**src/rtl/nivel_classificador.sv**
```systemverilog
// nivel_classificador: validates ultrasonic distance readings, filters them with a 4-sample moving average and classifies the water level.
// Ports: clock/reset (async, active-low); analisa request + medida (mm) in;
//   medida_classificacao (001 baixa, 010 alta, 011 muito alta, 100 nao critica), fim_classificacao and
//   descartar_medida pulses, nivel (average level mm) and db_estado (FSM state) out.
// Optional macro NIVEL_HISTERESE_EN: adds a HIST-mm hysteresis band around every class boundary.
module nivel_classificador #(
  parameter int ALTURA_MM      = 1000,
  parameter int LIM_BAIXO      = 200,
  parameter int LIM_ALTO       = 700,
  parameter int LIM_MUITO_ALTO = 850,
  parameter int MAX_DELTA      = 100,
  parameter int MAX_DESCARTES  = 3,
  parameter int HIST           = 20
) (
  input  logic        clock,
  input  logic        reset,
  input  logic        analisa,
  input  logic [11:0] medida,
  output logic [2:0]  medida_classificacao,
  output logic        fim_classificacao,
  output logic        descartar_medida,
  output logic [11:0] nivel,
  output logic [2:0]  db_estado
);
  localparam int CW = $clog2(MAX_DESCARTES + 1);
  localparam logic [11:0] ALT = 12'(ALTURA_MM);
  localparam logic [11:0] LB  = 12'(LIM_BAIXO);
  localparam logic [11:0] LA  = 12'(LIM_ALTO);
  localparam logic [11:0] LM  = 12'(LIM_MUITO_ALTO);
  localparam logic signed [12:0] MD = 13'(MAX_DELTA);
`ifdef NIVEL_HISTERESE_EN
  localparam logic [11:0] HB = 12'(HIST);
`else
  localparam logic [11:0] HB = 12'(HIST) & 12'd0;
`endif
  typedef enum logic [2:0] {
    IDLE = 3'd0, VALIDA = 3'd1, FILTRA = 3'd2, RESULTADO = 3'd3, DESCARTE = 3'd4, ESPERA = 3'd5
  } estado_t;
  estado_t state_q;
  logic analisa_q, hv_q;
  logic [11:0] med_q, nivel_q;
  logic [11:0] h_q [4];
  logic [CW-1:0] cnt_q;
  logic [2:0] cls_q;
  logic [11:0] nivel_inst, media_d, b1, b2, b3;
  logic [11:0] cand [4];
  logic [13:0] sum;
  logic signed [12:0] dlt;
  logic invalida, outlier, prefill;
  logic [2:0] cls_d;
  always_comb begin
    nivel_inst = ALT - med_q;
    invalida = med_q == 12'd0 || med_q > ALT;
    dlt = $signed({1'b0, nivel_inst}) - $signed({1'b0, nivel_q});
    outlier = hv_q && (dlt > MD || dlt < -MD) && cnt_q < CW'(MAX_DESCARTES);
    // empty history or a confirmed step change: fill every slot with the new level
    prefill = !hv_q || cnt_q == CW'(MAX_DESCARTES);
    cand[0] = nivel_inst;
    cand[1] = prefill ? nivel_inst : h_q[0];
    cand[2] = prefill ? nivel_inst : h_q[1];
    cand[3] = prefill ? nivel_inst : h_q[2];
    sum = 14'(cand[0]) + 14'(cand[1]) + 14'(cand[2]) + 14'(cand[3]);
    media_d = 12'(sum >> 2);
    // each boundary moves away from the current class; with HB=0 this is a plain compare
    b1 = !hv_q ? LB : cls_q == 3'b001 ? LB + HB : LB - HB;
    b2 = !hv_q ? LA : (cls_q == 3'b001 || cls_q == 3'b100) ? LA + HB : LA - HB;
    b3 = !hv_q ? LM : cls_q == 3'b011 ? LM - HB : LM + HB;
    cls_d = media_d < b1 ? 3'b001 : media_d >= b3 ? 3'b011 : media_d >= b2 ? 3'b010 : 3'b100;
  end
  always_ff @(posedge clock or negedge reset) begin
    if (!reset) begin
      state_q   <= IDLE;
      analisa_q <= 1'b0;
      hv_q      <= 1'b0;
      med_q     <= '0;
      nivel_q   <= '0;
      h_q       <= '{default: '0};
      cnt_q     <= '0;
      cls_q     <= '0;
    end else begin
      analisa_q <= analisa;
      case (state_q)
        IDLE: if (analisa && !analisa_q) begin
          med_q   <= medida;
          state_q <= VALIDA;
        end
        VALIDA: if (!analisa) state_q <= IDLE;
          else if (invalida) state_q <= DESCARTE;
          else if (outlier) begin
            cnt_q   <= cnt_q + 1'b1;
            state_q <= DESCARTE;
          end else state_q <= FILTRA;
        FILTRA: if (!analisa) state_q <= IDLE;
          else begin
            h_q     <= cand;
            nivel_q <= media_d;
            cls_q   <= cls_d;
            hv_q    <= 1'b1;
            cnt_q   <= '0;
            state_q <= RESULTADO;
          end
        RESULTADO, DESCARTE: state_q <= ESPERA;
        ESPERA: if (!analisa) state_q <= IDLE;
        default: state_q <= IDLE;
      endcase
    end
  end
  assign medida_classificacao = cls_q;
  assign nivel = nivel_q;
  assign fim_classificacao = state_q == RESULTADO;
  assign descartar_medida = state_q == DESCARTE;
  assign db_estado = state_q;
endmodule
```
**config.mk**
```make
export PLATFORM = sky130hd
export DESIGN_NAME = nivel_classificador
export DESIGN_NICKNAME = d
export VERILOG_FILES = /design/src/rtl/nivel_classificador.sv
export SDC_FILE = /design/constraint.sdc
export NUM_CORES = 1
export LEC_CHECK = 0
export BUFFER_PORTS_ARGS = -buffer_cell sky130_fd_sc_hd__buf_2
export CAP_MARGIN = 20
export CORE_MARGIN = 1.5
export CORE_UTILIZATION = 50
export CTS_BUF_LIST = sky130_fd_sc_hd__clkbuf_8
export CTS_CLUSTER_DIAMETER = 40
export CTS_CLUSTER_SIZE = 8
export DETAILED_ROUTE_END_ITERATION = 8
export PLACE_DENSITY = 0.71
export SLEW_MARGIN = 25
export SYNTH_ARGS = -nofsm -noshare
export SYNTH_HDL_FRONTEND = slang
export SYNTH_SLANG_ARGS = --single-unit
```
**constraint.sdc**
```tcl
create_clock -name clock -period 5.15 [get_ports clock]
set_input_delay 1.2875 -clock clock [delete_from_list [all_inputs] [get_ports clock]]
set_output_delay 1.2875 -clock clock [all_outputs]
set_load 0.05 [all_outputs]
```
Word level (Yosys, flattened, before mapping)

Cells that the tools add are included.

Register bits after elaboration: 70
Output and inout port bits: 20
Word-level logic and storage cells: 69

Add/subtract/negate cells: 6
Order comparisons: 7
Equal/unequal tests: 12
Multiplexer cells: 18
Reductions and logical operators: 16

Operator list:

| kind                     | count |
|---|---|
| $mux W12                 | 3 |
| $ge A12 B10 Y1 const B   | 2 |
| $mux W3                  | 8 |
| $pmux W3 S5              | 1 |
| $add A13 B12 Y14         | 1 |
| $add A14 B12 Y14         | 1 |
| $add A12 B12 Y13         | 1 |
| $gt A13 B8 Y1 const B    | 1 |
| $lt A13 B8 Y1 const B    | 1 |
| $sub A12 B12 Y13         | 1 |
| $gt A12 B10 Y1 const B   | 1 |
| $logic_not A12 Y1        | 1 |
| $lt A12 B8 Y1 const B    | 1 |
| $ne A2 B2 Y1 const B     | 6 |
| $sub A10 B12 Y12 const A | 1 |
| $mux W2                  | 5 |
| $eq A3 B2 Y1 const B     | 2 |
| $eq A3 B3 Y1 const B     | 2 |
| $reduce_and A2 Y1        | 3 |
| $reduce_and A5 Y1        | 1 |
| $pmux W2 S2              | 1 |
| $eq A3 B1 Y1 const B     | 1 |
| $logic_and A1 B1 Y1      | 3 |
| $logic_not A3 Y1         | 1 |
| other kinds (7)          | 10 |

Logic depth before layout (Yosys ltp)

Gate-level depths: netlist of run 1.

Word-level depth: 10
Gate-level depth with buffers: 21
Gate-level depth less buffers: 21

Least setup slack after synthesis of run 1

No wires, ideal clock.

Path kind: register to register
From: reg med_q[0]
To: reg cls_q[0] (netlist: medida_classificacao[0])
Data arrival time: 5.058 ns
Required time: 5.073 ns
Setup slack: 0.014 ns
Cell stages (with the launch flop): 20
Buffers on the path: 1
Period minus slack after synthesis: 5.136 ns
Path through: dfrtp_1 -> o31a_1 -> or2_2 -> xor2_1 -> nand2_1 -> o21ai_0 -> fa_1 -> fa_1 -> inv_1 -> ha_1 -> buf_6 -> a2111o_1 -> a31oi_1 -> o21bai_2 -> a31oi_4 -> o211ai_1 -> mux2_4 -> or3_1 -> a2111o_1 -> a21oi_1

Word-level cells in the longest chain between the ends: 8
Elaborated cells on any way between the ends: 11

Ends and longest elaborated chain:

| item                   | line | text |
|---|---|---|
| start, declared        | 41   | `logic [11:0] med_q, nivel_q;` |
| start signal, assigned | 84   | `med_q <= medida;` |
| $sub A10 B12 Y12 (*)   | 52   | `nivel_inst = ALT - med_q;` |
| $mux W12               | 59   | `cand[1] = prefill ? nivel_inst : h_q[0];` |
| $add A12 B12 Y13       | 62   | `sum = 14'(cand[0]) + 14'(cand[1]) + 14'(cand[2]) + 14'(cand[3]);` |
| $add A13 B12 Y14       | 62   |  |
| $add A14 B12 Y14 (*)   | 62   |  |
| $ge A12 B10 Y1         | 68   | `cls_d = media_d < b1 ? 3'b001 : media_d >= b3 ? 3'b011 : media_d >= b2 ? 3'b010 : 3'b100;` |
| $mux W3                | 68   |  |
| $mux W3 (*)            | 68   |  |
| end signal, assigned   | 97   | `cls_q <= cls_d;` |
| end, declared          | 44   | `logic [2:0] cls_q;` |

Mark *: on every way between the ends. The rest lies on a longest branch, timed or not.
A chain may end at the register's enable or synchronous reset.

==> metrics.yaml, run 1 <==
run_status:
  status: "complete, no violations"
grt:
  grt.overflow.total: 0
  grt_usage_pct: 23.5
  antenna_found_initial: 0
  grt_max_degree: 45
  grt_pass1_vias: 4243
  grt_pass1_wl_um: 20300
logic_synthesis:
  synth_cell_type_count: 63
  synth-compound-area-share_pct: 18.5
  netlist_instances: 571
  synth-edff-count: 0
  ys_ff_latch: 70
  yosysWarnings: 0
  netlist_area_mm2: 0.00515
  muxShareOfSynthArea_pct: 4.40
  synth_xor_area_share_pct: 6.59
  synth_top_family_by_area: "compound AO/OA/AOI/OAI gates"
  synthSimpleGateAreaFrac_pct: 15.1
  yosys.area_share.adder_pct: 15.4
  async_flop_share_pct: 100
  synth.net_count: 636
  ys_seq_area_share_pct: 34.0
  synthFlopType: "dfrtp_1"
  synth.avg_cell_area_um2: 9.02
worst_setup_path:
  slowest_delay_ns: 0.51
  cp_max_fo: 4
  cp_top_family: "compound AO/OA/AOI/OAI gates"
  critPathArrivalTime_ns: 5.22
  start_kind: "register"
  crit_chain: "o31a_1 -> or2_4 -> nand3_1 -> xor2_1 -> nand2_1 -> a21boi_1 -> fa_1 -> fa_1 -> inv_1 -> ha_2 -> a2111o_1 -> a31oi_1 -> o21bai_2 -> a31oi_4 -> o211ai_1 -> mux2_4 -> or3_1 -> a2111o_1 -> a21oi_2"
  critPathSlowestCell: "fa_1"
  end_kind: "register"
  cp.depth: 19
  reg2reg_depth: 19
  crit_type: "register to register"
  cp.buffers_inverters: 1
  critPathRequiredTime_ns: 5.44
placement:
  dp_hpwl_um: 8970
  io_buffer_count: 34
  place_area_mm2: 0.00560
  place.gp.congestion: 0.908
clock_network:
  clk_path_buf_depth: 2
  hold_buffers: 0
  cts_tree: "done"
  cts_made_buffers: 9
  clock_latency_ns: 0.37
  ctsRootBufferMaster: "clkbuf_8"
  htreeDepth: 3
  cts_sinks: 70
  clk_pin_slew_ns: 0.09
cells_and_area:
  syn2layout_area_growth_pct: 15.6
  final_layout_size_suffix_gt1_share_pct: 20.4
  layout_commonest_cell: "nand2_1"
  fin_nets: 688
  antennaDiodeCount: 0
  final_cell_mix: "nand2_1 (74), dfrtp_1 (70), inv_1 (57)"
  post-route-cell-area_mm2: 0.00595
  final_core_util_pct: 60.3
die:
  rows: 36
  dieArea_mm2: 0.0109
  die_w_um: 104
  start_util_pct: 52.2
  ios: 35
  coreArea_mm2: 0.00986
  die_y_um: 104
sta:
  setup_viol: 0
  fmax_mhz: 203
  grt_setup_unrepaired: "false"
  fin_skew_ns: 0.0123
  period_share_pct: 95.7
  drv_slew: 0
  period_needed_ns: 4.93
  hold_violations: 0
  slew_headroom_pct: 43.5
  tns_ns: 0
  tightest_slew_ns: 0.847
route:
  vias: 4233
  dr.pass1.iters: 5
  drt-initial-drc-count: 211
  antenna_left: 0
  routedWlPerCell_um: 15.9
  drc_errors: 0
  viasPerCell: 5.56
  wl_um: 12100
hold_path:
  holdPathStages: 2
  worst_hold_path_type: "register to register"
run:
  cap_violations: 0
[area by class of cell]
cell class / instances / area, µm²
Inverter: 57 / 214
Clock inverter: 7 / 105
Tap cell: 133 / 166
Multi-Input combinational cell: 422 / 3190
Fill cell: 850 / 3910
Clock buffer: 9 / 124
Timing Repair Buffer: 63 / 400
Sequential cell: 70 / 1750
[kinds of logic after synthesis]
| group | Yosys count |
|---|---|
| and+or+nand+nor | 168 |
| xor gates and xnor gates | 34 |
| AOI/OAI and AO/OA | 150 |
| buffers and inverters | 79 |
| DFF | 70 |
| muxes | 20 |
| adders and majority gates | 50 |
[routing by layer]
layer  global-route usage, %  wire length, µm  vias to the layer above
li1                        -                -                     2057
met2                    39.6             5860                       87
met4                    7.54              209                        0
met3                    3.32              465                       15
met5                       0                0                        -
met1                    31.1             5540                     2074
[synth_stat cells, types with 11 or more instances]
master / n / share of area [%]
nand2_1: 76 / 5.5
dfrtp_1: 70 / 34
o21ai_0: 58 / 5.6
inv_1: 57 / 4.2
nor2_1: 37 / 2.7
a21oi_1: 31 / 3.0
ha_1: 28 / 6.8
fa_1: 22 / 8.6
xor2_1: 19 / 3.2
clkbuf_1: 18 / 1.3
mux2_2: 14 / 3.1
xnor2_1: 12 / 2.0
a21o_1: 11 / 1.6
[stage by stage]
stage                     cells  worst slack [ns]  hold WS [ns]
after detailed placement    741            0.0235         0.468
after global routing        761           0.00767         0.504
after floorplan             571            0.0145         0.445
after CTS                   757           0.00626         0.486
after global placement      741             0.173         0.461
final                       761             0.219         0.486
[flip-flops by register name, indices dropped and copies added (netlist names)]
signal / flops
h_q: 36
med_q: 12
nivel: 12
db_estado: 3
medida_classificacao: 3
cnt_q: 2
analisa_q: 1
hv_q: 1
[final timing paths]
check                               from                       to  slack (ns)
worst max-delay path            med_q[2]  medida_classificacao[0]        0.22
worst min-delay path             h_q[16]                  h_q[16]        0.49
worst max register to register  med_q[2]  medida_classificacao[0]        0.22
worst min register to register   h_q[16]                  h_q[16]        0.49
max in group asynchronous          reset                  h_q[19]        3.17
min in group asynchronous          reset             db_estado[0]        0.98
[worst register-to-register path, cell delays in order, from the launching register on]
cell and delay (ns):
dfrtp_1 0.39, o31a_1 0.32, or2_4 0.27, nand3_1 0.10, xor2_1 0.19, nand2_1 0.11, a21boi_1 0.17, fa_1 0.49
fa_1 0.51, inv_1 0.04, ha_2 0.20, a2111o_1 0.32, a31oi_1 0.20, o21bai_2 0.13, a31oi_4 0.19, o211ai_1 0.11
mux2_4 0.27, or3_1 0.31, a2111o_1 0.39, a21oi_2 0.14
[timing repair]
item,in CTS,in global routing
gates resized for setup,6,19
setup buffers,0,4
setup endpoints to repair,1,3
pin swaps,2,9
Power of run 1 is left out: the tool's default activity adds up to more than one toggle a clock period on the data nets, which glitch-free logic cannot reach.
==> run 2: changes to the inputs <==
PLACE_DENSITY = 0.68   (was 0.71)
clock period = 5.7 ns   (was 5.15 ns; I/O delays follow)
==> run 2 against run 1 <==
Against the previous run:
- hold slack worse by 0.0049 ns
- register-to-register slack better by 0.05 ns
- fmax shrank 9.3%
- wire length shrank 1.5%
==> metrics.yaml, run 2 (same netlist as run 1, synthesis figures left out) <==
run:
  cap_violations: 0  # unchanged
hold_path:
  holdPathStages: 2  # unchanged
  worst_hold_path_type: "register to register"
clock_network:
  post_cts_resized: 0  # -6
  cts_sinks: 70  # unchanged
  ctsRootBufferMaster: "clkbuf_8"
  cts_tree: "done"
  clock_latency_ns: 0.35  # -0.02 ns
  post-cts-setup-buffers: 0  # unchanged
  clk_pin_slew_ns: 0.08  # about the same
  hold_buffers: 0  # unchanged
  cts_made_buffers: 9  # unchanged
  htreeDepth: 3  # unchanged
  clk_path_buf_depth: 2  # unchanged
worst_setup_path:
  critPathRequiredTime_ns: 5.96  # +0.52 ns
  cp.buffers_inverters: 1  # unchanged
  reg2reg_depth: 18  # -1
  start_kind: "register"
  end_kind: "register"
  cp.depth: 18  # -1
  cp_max_fo: 7  # +3
  cp_top_family: "compound AO/OA/AOI/OAI gates"
  critPathArrivalTime_ns: 5.70  # +0.48 ns
  critPathSlowestCell: "fa_1"
  crit_chain: "o31a_1 -> or2_2 -> xor2_1 -> nand2_1 -> o21ai_0 -> fa_1 -> fa_1 -> inv_1 -> ha_1 -> a2111o_1 -> a31oi_1 -> o21bai_2 -> a31oi_4 -> o211ai_1 -> mux2_4 -> or3_1 -> a2111o_1 -> a21oi_1"
  crit_type: "register to register"
  slowest_delay_ns: 0.56  # +0.05 ns
cells_and_area:
  fin_nets: 671  # -2.5%
  layout_commonest_cell: "nand2_1"
  largest_reg_flops: 36  # unchanged
  largest-register: "h_q"
  final_layout_size_suffix_gt1_share_pct: 14.9  # -5.5 points
  final_cell_mix: "nand2_1 (76), dfrtp_1 (70), inv_1 (58), o21ai_0 (58), nor2_1 (37)"
  antennaDiodeCount: 0  # unchanged
  final_core_util_pct: 57.6  # -2.8 points
  syn2layout_area_growth_pct: 10.3
  layout.cells.non_filler: 743  # -2.4%
grt:
  grt.overflow.total: 0  # unchanged
  grt_pass1_wl_um: 20400  # +0.34%
  grt_usage_pct: 23.5  # +0.040 points
  grt_max_degree: 64  # +42%
  grt_pass1_vias: 4172  # -1.7%
  antenna_found_initial: 0  # unchanged
run_status:
  status: "complete, no violations"
sta:
  tns_ns: 0  # unchanged
  setup_viol: 0  # unchanged
  slew_headroom_pct: 42.4  # -1.1 points
  period_share_pct: 95.3  # -0.40 points
  drv_slew: 0  # unchanged
  period_needed_ns: 5.43  # +0.504 ns
  whs_ns: 0.481  # -0.00488 ns
  hold_violations: 0  # unchanged
  fin_skew_ns: 0.0136  # +0.00133 ns
  grt_setup_unrepaired: "false"
  tightest_slew_ns: 0.864  # +0.0166 ns
  fmax_mhz: 184  # -9.3%
die:
  die_w_um: 104  # unchanged
  die_y_um: 104  # unchanged
  rows: 36  # unchanged
  coreArea_mm2: 0.00986  # unchanged
  ios: 35  # unchanged
  dieArea_mm2: 0.0109  # unchanged
  start_util_pct: 52.2  # unchanged
route:
  routedWlPerCell_um: 16.0  # +0.91%
  vias: 4052  # -4.3%
  drt-initial-drc-count: 190  # -10%
  wl_um: 11900  # -1.5%
  viasPerCell: 5.45  # -2.0%
  dr.pass1.iters: 4  # -1
  antenna_left: 0  # unchanged
  drc_errors: 0  # unchanged
placement:
  place.gp.congestion: 0.910  # +0.20%
  io_buffer_count: 34  # unchanged
  dp_cells: 728  # -1.8%
  dp_hpwl_um: 9120  # +1.6%
==> run 2: cell types whose count changed in the layout (fill, tap and decap cells not counted), moves of 3 or more <==
| cell | delta |
|---|---|
| o21ai_0 | +3 |
| xor2_2 | -3 |
| ha_1 | +5 |
| ha_2 | -4 |
| xor2_1 | +3 |
| o21ai_2 | -3 |
| buf_4 | -16 |
==> run 2: worst register-to-register path: stages (launching register included) <==
cell	delay (ns)
dfrtp_1	0.46
o31a_1	0.35
or2_2	0.33
xor2_1	0.23
nand2_1	0.11
o21ai_0	0.16
fa_1	0.52
fa_1	0.56
inv_1	0.04
ha_1	0.38
a2111o_1	0.44
a31oi_1	0.19
o21bai_2	0.11
a31oi_4	0.22
o211ai_1	0.10
mux2_4	0.27
or3_1	0.31
a2111o_1	0.40
a21oi_1	0.16
==> run 2: worst paths after layout <==
check | startpoint | end | slack, ns
max | med_q[0] | medida_classificacao[0] | 0.27
min | h_q[46] | h_q[46] | 0.48
max reg2reg | med_q[0] | medida_classificacao[0] | 0.27
min reg2reg | h_q[46] | h_q[46] | 0.48
max in group asynchronous | reset | nivel[8] | 3.57
min in group asynchronous | reset | db_estado[2] | 1.14
==> run 2: per-layer routing <==
layer	track usage, %	vias up	routed length, µm
li1	-	2012	-
met3	3.88	4	522
met4	5.56	0	53
met2	40.6	71	5880
met5	0	-	0
met1	30.7	1965	5450
==> run 2: layout make-up <==
| type | count | area [µm²] |
|---|---|---|
| Multi-Input combinational cell | 422 | 3100 |
| Clock buffer | 10 | 138 |
| Fill cell | 900 | 4180 |
| Inverter | 57 | 214 |
| Timing Repair Buffer | 46 | 260 |
| Sequential cell | 70 | 1750 |
| Clock inverter | 5 | 51.3 |
| Tap cell | 133 | 166 |
==> run 2: metrics by stage <==
step	instance area (µm²)	setup slack (ns)
after CTS	5680	0.271
after global placement	5490	0.466
after global routing	5680	0.0649
final	5680	0.265
after detailed placement	5490	0.312
after floorplan	5150	0.564
Power of run 2 is left out for the same reason.
==> run 3: changes to the inputs <==
ABC_AREA = 1   (was default)
==> run 3 against run 2 <==
Against the previous run:
- die area rose by 2.1%
- utilization is 1.5 points lower
- critical path depth is 9 higher
- register-to-register slack improved by 0.52 ns
- global-route usage shrank 0.77 points
- via count up 11%
- fmax grew 11%
- sequential share of layout area decreased by 0.44 points
- count of clock-buffer cells in the layout down 1
- non-clock buffer count shrank 8
- wire length is 0.94% lower
==> metrics.yaml, run 3 <==
route:
  dr.pass1.iters: 4  # unchanged
  wl_um: 11800  # -0.94%
  viasPerCell: 5.05  # -7.3%
  routedWlPerCell_um: 13.2  # -17%
  antenna_left: 0  # unchanged
  vias: 4503  # +11%
  drc_errors: 0  # unchanged
  drt-initial-drc-count: 264  # +39%
cells_and_area:
  fin_nets: 815  # +21%
  fillCellCount: 998  # +11%
  post-route-cell-area_mm2: 0.00576  # +1.4%
  layout_commonest_cell: "nand2_1"
  multiInputGateArea_mm2: 0.00291  # -6.0%
  layout.cells.non_filler: 891  # +20%
  antennaDiodeCount: 0  # unchanged
  syn2layout_area_growth_pct: 9.56
  register_area_mm2: 0.00175  # unchanged
  largest-register: "h_q"
  final_cell_mix: "nand2_1 (157), inv_1 (142), o21ai_0 (80)"
  final_layout_size_suffix_gt1_share_pct: 10.7  # -4.2 points
  final_core_util_pct: 56.1  # -1.5 points
  largest_reg_flops: 36  # unchanged
worst_setup_path:
  slowest_delay_ns: 0.54  # -0.02 ns
  start_kind: "register"
  cp_common_cell: "nand2_1"
  end_kind: "register"
  reg2reg_depth: 27  # +9
  critPathSlowestCell: "fa_1"
  critPathArrivalTime_ns: 5.16  # -0.54 ns
  cp_max_fo: 6  # -1
  r2r_setup_slack_ns: 0.79  # +0.52 ns
  crit_type: "register to register"
  critPathRequiredTime_ns: 5.95  # about the same
die:
  rows: 37  # +2.8%
  die_y_um: 106  # +1.0%
  ios: 35  # unchanged
  coreArea_mm2: 0.0103  # +4.2%
  die_w_um: 106  # +1.0%
  dieArea_mm2: 0.0111  # +2.1%
  start_util_pct: 51.2  # -1.0 points
logic_synthesis:
  synth.avg_cell_area_um2: 7.32  # -19%
  ys_ff_latch: 70  # unchanged
  async_flop_share_pct: 100  # unchanged
  synthFlopType: "dfrtp_1"
  yosysMostFrequentCell: "nand2_1"
  synth-edff-count: 0  # unchanged
  synth_cell_type_count: 34  # -46%
  netlist_instances: 718  # +26%
  synthTopCellsByArea: "dfrtp_1 (33%), nand2_1 (11%), inv_1 (10%)"
  yosysWarnings: 0  # unchanged
  netlist_area_mm2: 0.00526  # +2.1%
  ys_top_cells_by_count: "nand2_1 (157), inv_1 (141), o21ai_0 (80)"
  yosys.area.top_type_share_pct: 33.3  # -0.71 points
  synth.net_count: 783  # +23%
  yosysTopAreaCell: "dfrtp_1"
  ys_seq_area_share_pct: 33.3  # -0.71 points
hold_path:
  worst_hold_path_type: "register to register"
  holdPathStages: 2  # unchanged
placement:
  dp_hpwl_um: 8740  # -4.1%
  io_buffer_count: 34  # unchanged
  dp_cells: 875  # +20%
  place_area_mm2: 0.00557  # +1.5%
  place.gp.congestion: 0.868  # -4.6%
clock_network:
  post_cts_resized: 0  # unchanged
  post-cts-setup-buffers: 0  # unchanged
  htreeDepth: 3  # unchanged
  clock_latency_ns: 0.35  # about the same
  hold_buffers: 0  # unchanged
  cts_made_buffers: 9  # unchanged
  cts_sinks: 70  # unchanged
  ctsRootBufferMaster: "clkbuf_8"
  clk_path_buf_depth: 2  # unchanged
  cts_tree: "done"
  clk_pin_slew_ns: 0.08  # about the same
run:
  cap_violations: 0  # unchanged
sta:
  setup_viol: 0  # unchanged
  tns_ns: 0  # unchanged
  period_needed_ns: 4.91  # -0.522 ns
  hold_violations: 0  # unchanged
  period_share_pct: 86.2  # -9.2 points
  tightest_slew_ns: 0.893  # +0.0288 ns
  fmax_mhz: 204  # +11%
  drv_slew: 0  # unchanged
  grt_setup_unrepaired: "false"
  fin_skew_ns: 0.0140  # +0.000393 ns
  slew_headroom_pct: 40.5  # -1.9 points
grt:
  grt.overflow.total: 0  # unchanged
  grt_pass1_wl_um: 20100  # -1.3%
  antenna_found_initial: 0  # unchanged
  grt_pass1_vias: 4427  # +6.1%
  grt_usage_pct: 22.7  # -0.77 points
  grt_max_degree: 71  # +11%
run_status:
  status: "complete, no violations"
run 3: changes by cell type in the layout (fill, tap and decap cells not counted), sizes merged, moves of 9 or more:
cell / change
a21o: -9
inv: +85
mux2: -13
nand2: +96
nand3: +30
nor2: +15
o21ai: +23
xnor2: -9
run 3: metal layers:
metal	GRT usage, %	wire length (µm)
met5	0	0
met4	8.49	245
met3	3.96	331
met1	29.1	5630
met2	38.6	5590
run 3: cells by family after synthesis:
kind of cell	count (synthesis)	share of synthesized area (%)
and+or+nand+nor	290	23.8
buffers and inverters	159	11.4
AOI/OAI and AO/OA	129	12.8
DFF	70	33.3
adders and majority gates	50	15.0
xor gates and xnor gates	18	3.14
muxes	2	0.428
run 3: cell type report:
| cell class | count | area share, % |
|---|---|---|
| flip-flops and latches | 70 | 30.4 |
| clock inverters | 7 | 1.15 |
| clock buffers | 9 | 2.15 |
| well taps | 136 | 2.95 |
| inverters | 142 | 9.25 |
| repair buffers | 38 | 3.52 |
| multi-input cells | 489 | 50.6 |
run 3: metrics by stage:
| step | setup slack (ns) | hold WS [ns] |
|---|---|---|
| floorplan | 1.33 | 0.446 |
| global placement | 1.01 | 0.464 |
| detailed placement | 0.786 | 0.468 |
| CTS | 0.753 | 0.486 |
| global route | 0.261 | 0.508 |
| finish | 0.787 | 0.485 |
run 3: critical path: cells and delay by family (launching register included):
| family | cells | cell delay [ns] |
|---|---|---|
| adder cells (fa/ha/maj) | 4 | 1.64 |
| buffers and inverters | 3 | 0.25 |
| AO/OA/AOI/OAI | 5 | 0.76 |
| AND/OR/NAND/NOR | 14 | 1.40 |
| XOR/XNOR | 1 | 0.34 |
| flip-flops | 1 | 0.42 |
run 3: worst paths after layout:
kind / start / endpoint
setup / recovery: med_q[0] / medida_classificacao[2]
hold / removal: h_q[17] / h_q[17]
setup reg to reg: med_q[0] / medida_classificacao[2]
hold reg to reg: h_q[17] / h_q[17]
max in group asynchronous: reset / med_q[8]
min in group asynchronous: reset / h_q[29]
Power of run 3 is left out for the same reason.
